--- src/rtl/mawg_cfg_ctrl.sv ---
// mawg_cfg_ctrl: UART-fed configuration controller for the MAWG waveform
// generator. Received bytes are framed as a command byte followed by four
// data bytes (MSB first) forming a 32-bit word W. A complete, valid frame
// writes one configuration register; command 0x0F clears all of them.
//
// Optional build macro: MAWG_CFG_CHECKSUM_EN adds a sixth byte that must
// equal the XOR of the command and the four data bytes.
//
// Ports:
//   clk, rst          clock; asynchronous active-low reset
//   rx_data, rx_busy  UART byte and busy flag (busy 1->0 = byte received)
//   out_sel, wave_sel, freq_ctrl, chirp_*, pulse_duty_cycle, fm_ctr_ctrl,
//   fm_deviation      configuration outputs
//   cfg_update        one-cycle pulse when a valid frame commits
//   frame_err         one-cycle pulse on a rejected or timed-out frame
module mawg_cfg_ctrl #(
  parameter int unsigned TIMEOUT_CYCLES = 2000
) (
  input  logic        clk,
  input  logic        rst,
  input  logic [7:0]  rx_data,
  input  logic        rx_busy,
  output logic [1:0]  out_sel,
  output logic [1:0]  wave_sel,
  output logic [31:0] freq_ctrl,
  output logic [31:0] chirp_min_ctrl,
  output logic [31:0] chirp_max_ctrl,
  output logic [31:0] chirp_inc_rate,
  output logic [31:0] chirp_div_rate,
  output logic [31:0] pulse_duty_cycle,
  output logic [31:0] fm_ctr_ctrl,
  output logic        chirp_is_down,
  output logic [3:0]  chirp_delay,
  output logic [4:0]  fm_deviation,
  output logic        cfg_update,
  output logic        frame_err
);

  localparam int unsigned TW = $clog2(TIMEOUT_CYCLES + 1);

`ifdef MAWG_CFG_CHECKSUM_EN
  typedef enum logic [1:0] {S_IDLE, S_DATA, S_CHK} state_t;
  // Whole word must be held while the checksum byte is awaited.
  localparam int unsigned WB = 32;
  logic [7:0] csum_q, csum_d;
`else
  typedef enum logic {S_IDLE, S_DATA} state_t;
  // Only the first three data bytes need storing; the fourth is live.
  localparam int unsigned WB = 24;
`endif

  state_t          state_q, state_d;
  logic [1:0]      cnt_q, cnt_d;
  logic [7:0]      cmd_q, cmd_d;
  logic [WB-1:0]   w_q, w_d;
  logic [TW-1:0]   tmo_q, tmo_d;
  logic            prev_busy_q;
  logic            cfg_update_q, cfg_update_d;
  logic            frame_err_q, frame_err_d;

  logic [1:0]  out_sel_q, out_sel_d, wave_sel_q, wave_sel_d;
  logic [31:0] freq_q, freq_d, cmin_q, cmin_d, cmax_q, cmax_d;
  logic [31:0] cinc_q, cinc_d, cdiv_q, cdiv_d, duty_q, duty_d, fmc_q, fmc_d;
  logic        cdown_q, cdown_d;
  logic [3:0]  cdel_q, cdel_d;
  logic [4:0]  fmdev_q, fmdev_d;

  logic        strobe, timeout, commit;
  logic [31:0] w_word, commit_w;

  assign strobe  = prev_busy_q & ~rx_busy;
  assign timeout = (state_q != S_IDLE) && (tmo_q == TW'(TIMEOUT_CYCLES));
`ifdef MAWG_CFG_CHECKSUM_EN
  assign w_word  = {w_q[23:0], rx_data};
`else
  assign w_word  = {w_q, rx_data};
`endif

  always_comb begin
    state_d      = state_q;
    cnt_d        = cnt_q;
    cmd_d        = cmd_q;
    w_d          = w_q;
    tmo_d        = '0;
`ifdef MAWG_CFG_CHECKSUM_EN
    csum_d       = csum_q;
`endif
    out_sel_d    = out_sel_q;
    wave_sel_d   = wave_sel_q;
    freq_d       = freq_q;
    cmin_d       = cmin_q;
    cmax_d       = cmax_q;
    cinc_d       = cinc_q;
    cdiv_d       = cdiv_q;
    duty_d       = duty_q;
    fmc_d        = fmc_q;
    cdown_d      = cdown_q;
    cdel_d       = cdel_q;
    fmdev_d      = fmdev_q;
    cfg_update_d = 1'b0;
    frame_err_d  = 1'b0;
    commit       = 1'b0;
    commit_w     = w_word;

    if (timeout) begin
      state_d     = S_IDLE;
      cnt_d       = '0;
      frame_err_d = 1'b1;
    end else if ((state_q != S_IDLE) && !strobe) begin
      tmo_d = tmo_q + 1'b1;
    end

    if (strobe) begin
      // A byte arriving on the timeout cycle starts a fresh frame.
      if (timeout || (state_q == S_IDLE)) begin
        state_d = S_DATA;
        cnt_d   = '0;
        cmd_d   = rx_data;
        w_d     = '0;
`ifdef MAWG_CFG_CHECKSUM_EN
        csum_d  = rx_data;
`endif
      end else if (state_q == S_DATA) begin
        w_d = w_word[WB-1:0];
`ifdef MAWG_CFG_CHECKSUM_EN
        csum_d = csum_q ^ rx_data;
`endif
        if (cnt_q == 2'd3) begin
          cnt_d = '0;
`ifdef MAWG_CFG_CHECKSUM_EN
          state_d = S_CHK;
`else
          state_d = S_IDLE;
          commit  = 1'b1;
`endif
        end else begin
          cnt_d = cnt_q + 2'd1;
        end
      end
`ifdef MAWG_CFG_CHECKSUM_EN
      else begin
        state_d  = S_IDLE;
        commit_w = w_q;
        if (rx_data == csum_q) commit = 1'b1;
        else                   frame_err_d = 1'b1;
      end
`endif
    end

    if (commit) begin
      cfg_update_d = 1'b1;
      case (cmd_q)
        8'h00: out_sel_d  = commit_w[1:0];
        8'h01: wave_sel_d = commit_w[1:0];
        8'h02: freq_d     = commit_w;
        8'h03: cdown_d    = commit_w[0];
        8'h04: cdel_d     = commit_w[3:0];
        8'h05: cmin_d     = commit_w;
        8'h06: cmax_d     = commit_w;
        8'h07: cdiv_d     = commit_w;
        8'h08: cinc_d     = commit_w;
        8'h09: duty_d     = commit_w;
        8'h0A: fmc_d      = commit_w;
        8'h0B: fmdev_d    = commit_w[4:0];
        8'h0F: begin
          out_sel_d  = '0;
          wave_sel_d = '0;
          freq_d     = '0;
          cmin_d     = '0;
          cmax_d     = '0;
          cinc_d     = '0;
          cdiv_d     = '0;
          duty_d     = '0;
          fmc_d      = '0;
          cdown_d    = 1'b0;
          cdel_d     = '0;
          fmdev_d    = '0;
        end
        default: begin
          cfg_update_d = 1'b0;
          frame_err_d  = 1'b1;
        end
      endcase
    end
  end

  always_ff @(posedge clk or negedge rst) begin
    if (!rst) begin
      state_q      <= S_IDLE;
      cnt_q        <= '0;
      cmd_q        <= '0;
      w_q          <= '0;
      tmo_q        <= '0;
`ifdef MAWG_CFG_CHECKSUM_EN
      csum_q       <= '0;
`endif
      prev_busy_q  <= 1'b0;
      cfg_update_q <= 1'b0;
      frame_err_q  <= 1'b0;
      out_sel_q    <= '0;
      wave_sel_q   <= '0;
      freq_q       <= '0;
      cmin_q       <= '0;
      cmax_q       <= '0;
      cinc_q       <= '0;
      cdiv_q       <= '0;
      duty_q       <= '0;
      fmc_q        <= '0;
      cdown_q      <= 1'b0;
      cdel_q       <= '0;
      fmdev_q      <= '0;
    end else begin
      state_q      <= state_d;
      cnt_q        <= cnt_d;
      cmd_q        <= cmd_d;
      w_q          <= w_d;
      tmo_q        <= tmo_d;
`ifdef MAWG_CFG_CHECKSUM_EN
      csum_q       <= csum_d;
`endif
      prev_busy_q  <= rx_busy;
      cfg_update_q <= cfg_update_d;
      frame_err_q  <= frame_err_d;
      out_sel_q    <= out_sel_d;
      wave_sel_q   <= wave_sel_d;
      freq_q       <= freq_d;
      cmin_q       <= cmin_d;
      cmax_q       <= cmax_d;
      cinc_q       <= cinc_d;
      cdiv_q       <= cdiv_d;
      duty_q       <= duty_d;
      fmc_q        <= fmc_d;
      cdown_q      <= cdown_d;
      cdel_q       <= cdel_d;
      fmdev_q      <= fmdev_d;
    end
  end

  assign out_sel          = out_sel_q;
  assign wave_sel         = wave_sel_q;
  assign freq_ctrl        = freq_q;
  assign chirp_min_ctrl   = cmin_q;
  assign chirp_max_ctrl   = cmax_q;
  assign chirp_inc_rate   = cinc_q;
  assign chirp_div_rate   = cdiv_q;
  assign pulse_duty_cycle = duty_q;
  assign fm_ctr_ctrl      = fmc_q;
  assign chirp_is_down    = cdown_q;
  assign chirp_delay      = cdel_q;
  assign fm_deviation     = fmdev_q;
  assign cfg_update       = cfg_update_q;
  assign frame_err        = frame_err_q;

endmodule

--- config.mk ---
export PLATFORM = sky130hd
export DESIGN_NAME = mawg_cfg_ctrl
export DESIGN_NICKNAME = d
export VERILOG_FILES = /design/src/rtl/mawg_cfg_ctrl.sv
export SDC_FILE = /design/constraint.sdc
export NUM_CORES = 1
export LEC_CHECK = 0
export CAP_MARGIN = 15
export CORE_UTILIZATION = 35
export DETAILED_ROUTE_END_ITERATION = 6
export PLACE_DENSITY = 0.72
export SYNTH_ARGS = -nofsm -noshare
export SYNTH_HDL_FRONTEND = slang
export SYNTH_SLANG_ARGS = --single-unit
--- constraint.sdc ---
create_clock -name clk -period 2.2 [get_ports clk]
set_input_delay 0.22 -clock clk [delete_from_list [all_inputs] [get_ports clk]]
set_output_delay 0.22 -clock clk [all_outputs]
set_load 0.1 [all_outputs]
==> qor.txt, run 1 <==
DIE
-------------------------------------------------------------------------------------------------
Core Rows ..........................................................................           65
Top-Level Pins .....................................................................          251
Die area ...........................................................................   33300 um^2
Vertical die dimension .............................................................       183 um
Core ar. ...........................................................................   31800 um^2
Initial standard-cell utilization of the core ......................................        35.9%
Width of the die ...................................................................       183 um

PWR
-------------------------------------------------------------------------------------------------
Power per cell area ................................................................ 1140 nW/um^2
Overall power ......................................................................     0.0190 W
VDD IR max .........................................................................     0.830 mV
Static Leakage .....................................................................      8.51 nW

DRT
-------------------------------------------------------------------------------------------------
Post-route DRC .....................................................................            0
Total Wirelength ...................................................................     32700 um
DRT iter0 DRCs .....................................................................          393
Residual antenna-violating net count after detailed routing ........................            0
Wire length per cell after detailed routing ........................................      21.3 um
Number of vias in the routed layout ................................................         7423
Via-to-Cell Ratio ..................................................................         4.85
First-pass DRT Iterations ..........................................................            4

SETUP PATH
-------------------------------------------------------------------------------------------------
Kind of start point of the critical path ...........................................     register
Worst setup path start .............................................................     cmd_q[5]
Critical setup path kind ...........................................................      reg2reg
Critical path cell sequence ........................................................ buf_6 -> nor4_4 -> buf_4 -> nand3_4 -> buf_6 -> nor3_4 -> buf_6 -> buf_12 -> mux2_4
Worst path required time ...........................................................      2.58 ns
R2R Path End ....................................................................... chirp_min_ctrl[21]
Worst Reg2Reg Path Length in Cells .................................................            9
Largest stage delay on the critical path ...........................................      0.39 ns
Worst setup path endpoint .......................................................... chirp_min_ctrl[21]
Crit-path slowest cell .............................................................      dfrtp_1
Arrival time worst endpoint ........................................................      2.66 ns
Most used cell along the critical path .............................................        buf_6
Register-to-register setup slack ...................................................     -0.09 ns
Reg-to-Reg Start ...................................................................     cmd_q[5]
Crit-path max FO ...................................................................            8
Kind of end point of the critical path .............................................     register

TIMING
-------------------------------------------------------------------------------------------------
Tmin final .........................................................................      2.29 ns
Sum of negative setup slack ........................................................     -6.12 ns
Maximum frequency from static timing analysis ......................................    0.437 GHz
Crit path setup slack, layout ......................................................   -0.0879 ns
Final period util ..................................................................         104%
Endpoints failing setup ............................................................          138
Tightest Pin Transition ............................................................     0.543 ns
Setup repair after global routing missed its margin ................................         true
Final Hold Viols ...................................................................            0
Final Skew .........................................................................    0.0174 ns
Relative max-transition margin .....................................................        63.8%
Max-slew violations ................................................................            0

CELLS AND AREA
-------------------------------------------------------------------------------------------------
Final-stage net count ..............................................................         1086
Fill cell instance count of the final layout .......................................         2656
Ratio of cells with drive above 1 in the final layout ..............................        60.3%
Multi-input logic area .............................................................    4570 um^2
Post-route cell area ...............................................................   16600 um^2
Commonest cells after routing, fill and taps aside ................................. dfrtp_1, buf_4, mux2_4
Final antenna diode count ..........................................................            0
Most frequent standard cell in the layout excluding fill and tap cells .............      dfrtp_1
Final standard cell utilization of the core ........................................        52.3%
P&R area growth vs syn .............................................................        45.7%
Sequential cell area ...............................................................    7180 um^2

LOGIC SYNTHESIS
-------------------------------------------------------------------------------------------------
Synthesized-area fraction occupied by ao, oa, aoi and oai cells ....................        3.43%
Multiplexer fraction of the synthesized cell area ..................................        25.1%
Number of distinct library cell variants in the gate-level netlist after synthesis .           47
Largest cells by area after synthesis .............................................. dfrtp_1, mux2_2, mux2_4
Post-Synth Adder-Cell Area .........................................................       0.329%
Synth Area in XOR/XNOR .............................................................       0.844%
Syn Area/Cell ......................................................................    15.5 um^2
Yosys reg bits .....................................................................          287
Count of warnings emitted by yosys .................................................            0
Cell taking the most area after synthesis ..........................................      dfrtp_1
Predominant post-synthesis flop cell ...............................................      dfrtp_1
Sequential cell area fraction in the yosys report ..................................        63.0%
Portion of synthesized cell area occupied by the leading cell type .................        63.0%
Number of nets in the synthesized netlist ..........................................          751
Simple-gate share of the synthesized area ..........................................        5.33%
Main combinational cell family by area after synthesis ............................. multiplexers
Number of flops mapped to enable cells by yosys ....................................            0
Post-synthesis cell count ..........................................................          737
Post-synth ARST share ..............................................................         100%
Synthesized cell area ..............................................................   11400 um^2

MIN PATH
-------------------------------------------------------------------------------------------------
Hold/Removal Path Class ............................................................     in2async

CLOCK TREE
-------------------------------------------------------------------------------------------------
Number of clock sinks ..............................................................          287
Number of buffers created by CTS ...................................................           34
H-Tree Depth .......................................................................            2
Longest Clk Path Bufs ..............................................................            3
Clock slew seen by the registers of the worst setup and hold paths .................      0.06 ns
Worst-Skew Late Latency ............................................................      0.50 ns
Clock tree from TritonCTS ..........................................................        built
Clock root buffer ..................................................................    clkbuf_16

GRT
-------------------------------------------------------------------------------------------------
Largest net degree at the start of global routing ..................................           65
Antenna violations before repair ...................................................            0
Global router's overall resource usage .............................................        18.4%
Final global-route overflow total ..................................................            0
Global-route wire length before repair .............................................     47000 um
Via count of the first global-routing pass .........................................         7687

PLACED DESIGN
-------------------------------------------------------------------------------------------------
Setup Slack @ Placement ............................................................    -0.361 ns
Detailed-placement wirelength estimate .............................................     20500 um
Port Buffer Count ..................................................................          250
Final Wtd Congestion ...............................................................        0.803
Cell Area, Placed ..................................................................   14300 um^2

OUTCOME
-------------------------------------------------------------------------------------------------
Failing checks ..................................................................... setup timing
Result of the run .................................................................. finished, violations left

RUN
-------------------------------------------------------------------------------------------------
Number of max-cap violations .......................................................            0

timing repair:
item,in CTS,in global routing
gates cloned,5,7
buffers inserted,15,11
hold buffers,1,0
pin swaps,4,10
resized for setup,36,188
endpoints found under the setup margin,225,229
endpoints found under the hold margin,59,0
logic make-up after synthesis:
family | count (synthesis)
DFF | 287
muxes | 244
and+or+nand+nor | 98
buffers and inverters | 48
AOI/OAI and AO/OA | 46
xor gates and xnor gates | 11
adders and majority gates | 3
metal layers:
layer | vias up | share of wire (%) | GRT usage, %
met3 | 44 | 6.1 | 4.23
met5 | - | 0 | 0
li1 | 3288 | - | -
met2 | 210 | 48 | 30.6
met4 | 0 | 1.9 | 4.50
met1 | 3881 | 44 | 24.1
synth_stat cells (4+ instances only):
cell type  count
a21oi_1        6
clkbuf_1      19
nor3_1         6
xor2_1         6
mux2_1         4
nand2_1       11
mux2_4        30
xnor2_1        5
nand3_1        4
buf_2         16
mux2_2       209
a22o_1        27
and2_0        31
dfrtp_1      287
nor2_1        18
inv_1          6
through the flow:
| step | hold WS (ns) | std cells |
|---|---|---|
| floorplan | -0.0756 | 737 |
| global placement | 0.225 | 1438 |
| detailed placement | 0.226 | 1438 |
| CTS | 0.287 | 1520 |
| global route | 0.306 | 1532 |
| finish | 0.286 | 1532 |
layout make-up:
cell class	count	area share, %
Sequential cell	287	43.2
Multi-Input combinational cell	402	27.5
Timing Repair Buffer	341	18.7
Clock buffer	49	6.38
Tap cell	435	3.27
Clock inverter	12	0.775
Inverter	6	0.136
flip-flops by register name, indices dropped and copies added (netlist names), 5 cells and up:
signal and cells:
w_q 24, chirp_div_rate 32, chirp_inc_rate 32, fm_ctr_ctrl 32, freq_ctrl 32, tmo_q 11
chirp_max_ctrl 32, chirp_min_ctrl 32, pulse_duty_cycle 32, fm_deviation 5, cmd_q 8
how the worst min path moves through the flow:
stage | startpoint | endpoint | cells past startpoint
floorplan | rst | cfg_update | 0
global placement | rst | chirp_delay[3] | 1
detailed placement | rst | chirp_div_rate[30] | 1
CTS | rst | chirp_div_rate[30] | 2
global route | rx_busy | prev_busy_q | 2
finish | rst | chirp_min_ctrl[2] | 2
critical path: cells and delay by family (launching register included):
family	cells	cell delay [ns]
mux	1	0.31
buf+inv	5	0.79
simple gates	3	0.67
flops	1	0.39
where the power goes:
| part | total (W) | internal, W | switching [W] |
|---|---|---|---|
| clock network | 0.00580 | 0.00360 | 0.00220 |
| registers | 0.00648 | 0.00598 | 0.000502 |
| logic | 0.00670 | 0.00175 | 0.00495 |
| total | 0.0190 | 0.0113 | 0.00765 |
Note: power is estimated with default switching activity, not from simulation.
==> run 2: changes to the inputs <==
--- a/config.mk
+++ b/config.mk
@@ -6,9 +6,11 @@
 export NUM_CORES = 1
 export LEC_CHECK = 0
 export CAP_MARGIN = 15
+export CORE_MARGIN = 2
 export CORE_UTILIZATION = 35
 export DETAILED_ROUTE_END_ITERATION = 6
 export PLACE_DENSITY = 0.72
+export SETUP_SLACK_MARGIN = 0.15
 export SYNTH_ARGS = -nofsm -noshare
 export SYNTH_HDL_FRONTEND = slang
 export SYNTH_SLANG_ARGS = --single-unit
==> run 2 against run 1 <==
  * Wire length up 2.2%
  * Non-clock buffer count up 11
  * Combinational power up 3.6%
  * Global-route usage up 0.68 points
  * The flow still finishes with violations (setup timing)
  * Largest cell class unchanged
  * First-iteration DRC count down 11%
  * Clock skew up 0.0026 ns
==> qor.txt, run 2 (synthesized netlist as in run 1, its figures left out) <==
DRT
-------------------------------------------------------------------------------------
Number of vias in the routed layout ....................................         7530   +1.4%
DRT iter0 DRCs .........................................................          349   -11%
Via-to-Cell Ratio ......................................................         4.87   +0.46%
Total Wirelength .......................................................     33400 um   +2.2%
Residual antenna-violating net count after detailed routing ............            0   unchanged
First-pass DRT Iterations ..............................................            4   unchanged
Post-route DRC .........................................................            0   unchanged
Wire length per cell after detailed routing ............................      21.6 um   +1.2%

TIMING
-------------------------------------------------------------------------------------
Final period util ......................................................         103%   -1.2 points
Crit path setup slack, layout ..........................................   -0.0610 ns   +0.0269 ns
Tightest Pin Transition ................................................     0.502 ns   -0.0415 ns
Final Skew .............................................................    0.0199 ns   +0.00257 ns
Relative max-transition margin .........................................        66.6%   +2.8 points
Maximum frequency from static timing analysis ..........................    0.442 GHz   +1.2%
Tmin final .............................................................      2.26 ns   -0.0269 ns
Sum of negative setup slack ............................................     -1.69 ns   +4.43 ns
Final Hold Viols .......................................................            0   unchanged
Max-slew violations ....................................................            0   unchanged
Setup repair after global routing missed its margin ....................         true
Endpoints failing setup ................................................           79   -43%

OUTCOME
-------------------------------------------------------------------------------------
Failing checks ......................................................... setup timing
Result of the run ...................................................... finished, violations left

DIE
-------------------------------------------------------------------------------------
Vertical die dimension .................................................       185 um   +1.1%
Width of the die .......................................................       185 um   +1.1%
Top-Level Pins .........................................................          251   unchanged
Core ar. ...............................................................   32300 um^2   +1.5%
Die area ...............................................................   34100 um^2   +2.2%
Initial standard-cell utilization of the core ..........................        35.3%   -0.54 points
Core Rows ..............................................................           66   +1.5%

PWR
-------------------------------------------------------------------------------------
Internal portion of total power ........................................     0.0109 W   -3.7%
Switching Power ........................................................    0.00767 W   +0.31%
Static Leakage .........................................................      8.58 nW   +0.81%
Power per cell area .................................................... 1110 nW/um^2   -3.1%
Sw Ratio ...............................................................        41.3%   +1.0 points
Overall power ..........................................................     0.0186 W   -2.1%
Power share of the clock group .........................................        27.6%   -3.0 points
VDD IR max .............................................................     0.642 mV   -23%
Combinational share of power ...........................................        37.3%   +2.0 points
Sequential cell fraction of total power ................................        35.1%   +1.0 points

SETUP PATH
-------------------------------------------------------------------------------------
Largest stage delay on the critical path ...............................      0.56 ns   +0.17 ns
Kind of start point of the critical path ...............................     register
Critical setup path kind ...............................................      reg2reg
Arrival time worst endpoint ............................................      2.70 ns   +0.04 ns
Worst path required time ...............................................      2.64 ns   +0.06 ns
Kind of cell adding the most delay to the critical path ................ simple AND/OR/NAND/NOR gates
Crit-path slowest cell .................................................        or4_4
Kind of end point of the critical path .................................     register
Critical path cell sequence ............................................ or4_4 -> buf_6 -> nor4_4 -> buf_6 -> buf_12 -> buf_8 -> mux2_4
Crit-path max FO .......................................................            6   -2
Crit path buffers/inverters ............................................            4   -1
Most used cell along the critical path .................................        buf_6

GRT
-------------------------------------------------------------------------------------
Largest net degree at the start of global routing ......................           77   +18%
Global-route wire length before repair .................................     49500 um   +5.2%
Global router's overall resource usage .................................        19.0%   +0.68 points
Antenna violations before repair .......................................            0   unchanged
Final global-route overflow total ......................................            0   unchanged
Via count of the first global-routing pass .............................         7785   +1.3%

CELLS AND AREA
-------------------------------------------------------------------------------------
Final antenna diode count ..............................................            0   unchanged
Fill cell instance count of the final layout ...........................         2671   +0.56%
P&R area growth vs syn .................................................        47.2%
Final-stage net count ..................................................         1095   +0.83%
Commonest cells after routing, fill and taps aside ..................... dfrtp_1, buf_4, mux2_4
Ratio of cells with drive above 1 in the final layout ..................        60.9%   +0.56 points
Most frequent standard cell in the layout excluding fill and tap cells .      dfrtp_1

PLACED DESIGN
-------------------------------------------------------------------------------------
Final Wtd Congestion ...................................................        0.779   -3.1%
Setup Slack @ Placement ................................................    -0.312 ns   +0.0491 ns
Port Buffer Count ......................................................          250   unchanged
Detailed-placement wirelength estimate .................................     20200 um   -1.5%

CLOCK TREE
-------------------------------------------------------------------------------------
H-Tree Depth ...........................................................            1   -1
Number of buffers created by CTS .......................................           31   -8.8%
Clock slew seen by the registers of the worst setup and hold paths .....      0.06 ns   about the same
Number of clock sinks ..................................................          287   unchanged
Clock tree from TritonCTS ..............................................        built
Clock root buffer ......................................................    clkbuf_16
Longest Clk Path Bufs ..................................................            3   unchanged
Worst-Skew Late Latency ................................................      0.57 ns   +0.07 ns

MIN PATH
-------------------------------------------------------------------------------------
Hold/Removal Path Class ................................................     in2async

RUN
-------------------------------------------------------------------------------------
Number of max-cap violations ...........................................            0   unchanged

## run 2: cell types whose count changed in the layout (fill, tap and decap cells not counted), sizes merged
| cell | delta |
|---|---|
| buf | +16 |
| nor2 | +1 |
| clkinvlp | +1 |
| inv | +1 |
| clkbuf | -8 |
| clkinv | -3 |
## run 2: layout make-up
type	count	area, um^2	area share (%)
clock buffers	46	882	5.25
repair buffers	352	3290	19.6
inverters	6	22.5	0.134
multi-input cells	403	4740	28.2
clock inverters	11	120	0.715
well taps	442	553	3.29
flip-flops and latches	287	7180	42.8
## run 2: power by group through the flow
stage | combinational (W) | clock, W | sequential [W]
2_1_floorplan | 0.00128 | 0 | 0.00993
3_3_place_gp | 0.00631 | 0 | 0.00654
3_5_place_dp | 0.00637 | 0 | 0.00657
4_1_cts | 0.00675 | 0.00523 | 0.00649
5_1_grt | 0.00720 | 0.00547 | 0.00661
6_report | 0.00694 | 0.00513 | 0.00652
## run 2: per-stage QoR
stage	instance area [um^2]	instances	hold WS, ns	util, %
after global routing	16800	1547	0.148	52.0
after global placement	14200	1439	0.140	44.0
final	16800	1547	0.135	52.0
after CTS	16400	1540	0.121	50.9
after detailed placement	14200	1439	0.137	44.0
after floorplan	11400	737	-0.0756	-
## run 2: what timing repair did
| action | 4_1_cts | 5_1_grt |
|---|---|---|
| hold buffers | 1 | 0 |
| cloned | 14 | 3 |
| endpoints found under the hold margin | 211 | 0 |
| buffers inserted | 29 | 4 |
| gates resized for setup | 216 | 82 |
| pin swaps | 7 | 11 |
| endpoints found under the setup margin | 260 | 271 |
## run 2: path summary, 6_finish.rpt
kind                            cells after the start                 end  slack (ns)         startpoint
worst max-delay path                                7        freq_ctrl[7]       -0.06           cmd_q[7]
worst min-delay path                                2      fm_ctr_ctrl[0]        0.14                rst
worst max register to register                      7        freq_ctrl[7]       -0.06           cmd_q[7]
worst min register to register                      1   chirp_min_ctrl[1]        0.49  chirp_min_ctrl[1]
max in group asynchronous                           3  chirp_div_rate[18]        1.22                rst
min in group clk                                    1         prev_busy_q        0.17            rx_busy
## run 2: per-layer routing
layer  routed length, um  share of wire [%]  GRT usage (%)
met1               14700                 44           25.6
met2               15700                 47           30.6
met3                2300                6.9           4.78
met4                 684                2.0           5.15
met5                   0                  0              0
==> run 3: changes to the inputs <==
--- a/config.mk
+++ b/config.mk
@@ -5,12 +5,14 @@
 export SDC_FILE = /design/constraint.sdc
 export NUM_CORES = 1
 export LEC_CHECK = 0
-export CAP_MARGIN = 15
+export ABC_CLOCK_PERIOD_IN_PS = 2200
+export CAP_MARGIN = 10
 export CORE_MARGIN = 2
 export CORE_UTILIZATION = 35
 export DETAILED_ROUTE_END_ITERATION = 6
 export PLACE_DENSITY = 0.72
 export SETUP_SLACK_MARGIN = 0.15
+export SKIP_LAST_GASP = 1
 export SYNTH_ARGS = -nofsm -noshare
 export SYNTH_HDL_FRONTEND = slang
 export SYNTH_SLANG_ARGS = --single-unit
==> run 3 against run 2 <==
  * The flow still finishes with violations (setup timing)
  * Final cell count is 0.39% higher
  * Register-to-register slack better by 0.02 ns
  * Total power up 0.42%
  * Clock-buffer cell count did not move
  * Sequential power is essentially flat
  * Sequential share of layout area rose by 0.14 points
  * Worst setup slack better by 0.021 ns
  * Core utilization down 0.16 points
==> qor.txt, run 3 (synthesized netlist as in run 1, its figures left out) <==
CLOCK TREE
-------------------------------------------------------------------------------------
Longest Clk Path Bufs ..................................................            3   unchanged
Number of clock sinks ..................................................          287   unchanged
H-Tree Depth ...........................................................            1   unchanged
Worst-Skew Late Latency ................................................      0.57 ns   about the same
Clock root buffer ......................................................    clkbuf_16
Clock slew seen by the registers of the worst setup and hold paths .....      0.06 ns   about the same
Number of buffers created by CTS .......................................           31   unchanged
Clock tree from TritonCTS ..............................................        built

SETUP PATH
-------------------------------------------------------------------------------------
Kind of cell adding the most delay to the critical path ................ buffers and inverters
Crit-path max FO .......................................................           14   +8
Crit-path slowest cell .................................................      dfrtp_1
Kind of end point of the critical path .................................     register
Crit path buffers/inverters ............................................            4   unchanged
Arrival time worst endpoint ............................................      2.68 ns   -0.02 ns
Critical path cell sequence ............................................ inv_1 -> ha_1 -> nand4b_1 -> buf_6 -> o41ai_4 -> buf_6 -> nand4b_1 -> buf_8 -> mux2_2
Largest stage delay on the critical path ...............................      0.37 ns   -0.19 ns
Kind of start point of the critical path ...............................     register
Worst setup path start .................................................     tmo_q[0]
Critical setup path kind ...............................................      reg2reg
Worst path required time ...............................................      2.64 ns   about the same
Reg-to-Reg Start .......................................................     tmo_q[0]

CELLS AND AREA
-------------------------------------------------------------------------------------
Sequential cell area ...................................................    7180 um^2   about the same
Final antenna diode count ..............................................            0   unchanged
Most frequent standard cell in the layout excluding fill and tap cells .      dfrtp_1
Fill cell instance count of the final layout ...........................         2670   -0.037%
Final-stage net count ..................................................         1101   +0.55%
P&R area growth vs syn .................................................        46.7%
Final standard cell utilization of the core ............................        51.8%   -0.16 points
Multi-input logic area .................................................    4620 um^2   -2.5%
Commonest cells after routing, fill and taps aside ..................... dfrtp_1, buf_4, mux2_4
Ratio of cells with drive above 1 in the final layout ..................        61.7%   +0.84 points

GRT
-------------------------------------------------------------------------------------
Final global-route overflow total ......................................            0   unchanged
Antenna violations before repair .......................................            0   unchanged
Global router's overall resource usage .................................        18.9%   -0.082 points
Global-route wire length before repair .................................     49200 um   -0.60%
Via count of the first global-routing pass .............................         7735   -0.64%
Largest net degree at the start of global routing ......................           77   unchanged

DIE
-------------------------------------------------------------------------------------
Top-Level Pins .........................................................          251   unchanged
Die area ...............................................................   34100 um^2   unchanged
Vertical die dimension .................................................       185 um   unchanged
Width of the die .......................................................       185 um   unchanged
Initial standard-cell utilization of the core ..........................        35.3%   unchanged
Core Rows ..............................................................           66   unchanged
Core ar. ...............................................................   32300 um^2   unchanged

DRT
-------------------------------------------------------------------------------------
Wire length per cell after detailed routing ............................      21.7 um   +0.56%
Via-to-Cell Ratio ......................................................         4.90   +0.58%
Total Wirelength .......................................................     33700 um   +0.95%
Number of vias in the routed layout ....................................         7603   +0.97%
First-pass DRT Iterations ..............................................            4   unchanged
Residual antenna-violating net count after detailed routing ............            0   unchanged
DRT iter0 DRCs .........................................................          390   +12%
Post-route DRC .........................................................            0   unchanged

TIMING
-------------------------------------------------------------------------------------
Max-slew violations ....................................................            0   unchanged
Final Hold Viols .......................................................            0   unchanged
Crit path setup slack, layout ..........................................   -0.0403 ns   +0.0207 ns
Tmin final .............................................................      2.24 ns   -0.0207 ns
Relative max-transition margin .........................................        67.0%   +0.39 points
Tightest Pin Transition ................................................     0.496 ns   -0.00592 ns
Final Skew .............................................................    0.0198 ns   -0.000162 ns
Setup repair after global routing missed its margin ....................         true
Endpoints failing setup ................................................           63   -20%
Maximum frequency from static timing analysis ..........................    0.446 GHz   +0.93%
Final period util ......................................................         102%   -0.94 points

PWR
-------------------------------------------------------------------------------------
Static Leakage .........................................................      8.56 nW   -0.26%
Power per cell area .................................................... 1110 nW/um^2   +0.72%
VDD IR max .............................................................     0.640 mV   -0.30%

OUTCOME
-------------------------------------------------------------------------------------
Failing checks ......................................................... setup timing
Result of the run ...................................................... finished, violations left

PLACED DESIGN
-------------------------------------------------------------------------------------
Final Wtd Congestion ...................................................        0.779   unchanged
Detailed-placement wirelength estimate .................................     20200 um   unchanged
Setup Slack @ Placement ................................................    -0.312 ns   unchanged
Port Buffer Count ......................................................          250   unchanged

MIN PATH
-------------------------------------------------------------------------------------
Hold/Removal Path Class ................................................     in2async

RUN
-------------------------------------------------------------------------------------
Number of max-cap violations ...........................................            0   unchanged

[run 3: worst register-to-register path, delay by kind of cell (launching register included)]
family	cells	cell delay, ns
buffers and inverters	4	0.63
flip-flops	1	0.37
multiplexers	1	0.37
AND/OR/NAND/NOR	2	0.35
AO/OA/AOI/OAI	1	0.25
adder cells (fa/ha/maj)	1	0.14
[run 3: layer usage]
metal  share of wire [%]  global-route usage [%]  routed length [um]  vias to the layer above
met3                 6.5                    4.56                2190                       50
met1                  44                    25.7               14700                     3989
li1                    -                       -                   -                     3336
met5                   0                       0                   0                        -
met4                 2.4                    5.28                 805                        0
met2                  47                    30.3               16000                      228
[run 3: path summary, 6_finish.rpt]
check,slack (ns),cells past startpoint,to
hold / removal,0.14,2,prev_busy_q
max in group asynchronous,1.22,3,chirp_div_rate[17]
hold reg to reg,0.49,1,chirp_min_ctrl[1]
setup / recovery,-0.04,9,fm_ctr_ctrl[8]
min in group clk,0.16,1,prev_busy_q
setup reg to reg,-0.04,9,fm_ctr_ctrl[8]
[run 3: per-stage QoR]
stage               hold slack (ns)  instances  instance area (um^2)  power, W  setup TNS (ns)
floorplan                   -0.0756        737                 11400    0.0112          -0.445
global placement              0.140       1439                 14200    0.0129          -32.64
detailed placement            0.137       1439                 14200    0.0129          -35.88
CTS                           0.121       1540                 16300    0.0184          -0.473
global route                  0.148       1553                 16700    0.0194          -13.19
finish                        0.137       1553                 16700    0.0187           -1.22
[run 3: what timing repair did]
item | CTS | global route
setup buffers | 29 | 9
cloned | 14 | 4
setup endpoints to repair | 260 | 271
pin swaps | 7 | 12
endpoints found under the hold margin | 211 | 0
gates resized for setup | 189 | 89
hold buffers | 1 | 0
[run 3: power breakdown]
part	switching, W	internal (W)
Sequential	0.000528	0.00598
Clock	0.00212	0.00300
Combinational	0.00505	0.00198
Total	0.00770	0.0110
[run 3: final cells by class]
| type | count | area share [%] |
|---|---|---|
| inverter | 6 | 0.135 |
| clock buffer | 46 | 5.27 |
| multi-input combinational | 404 | 27.6 |
| clock inverter | 11 | 0.718 |
| timing repair buffer | 357 | 20.0 |
| sequential | 287 | 42.9 |
| tap | 442 | 3.30 |
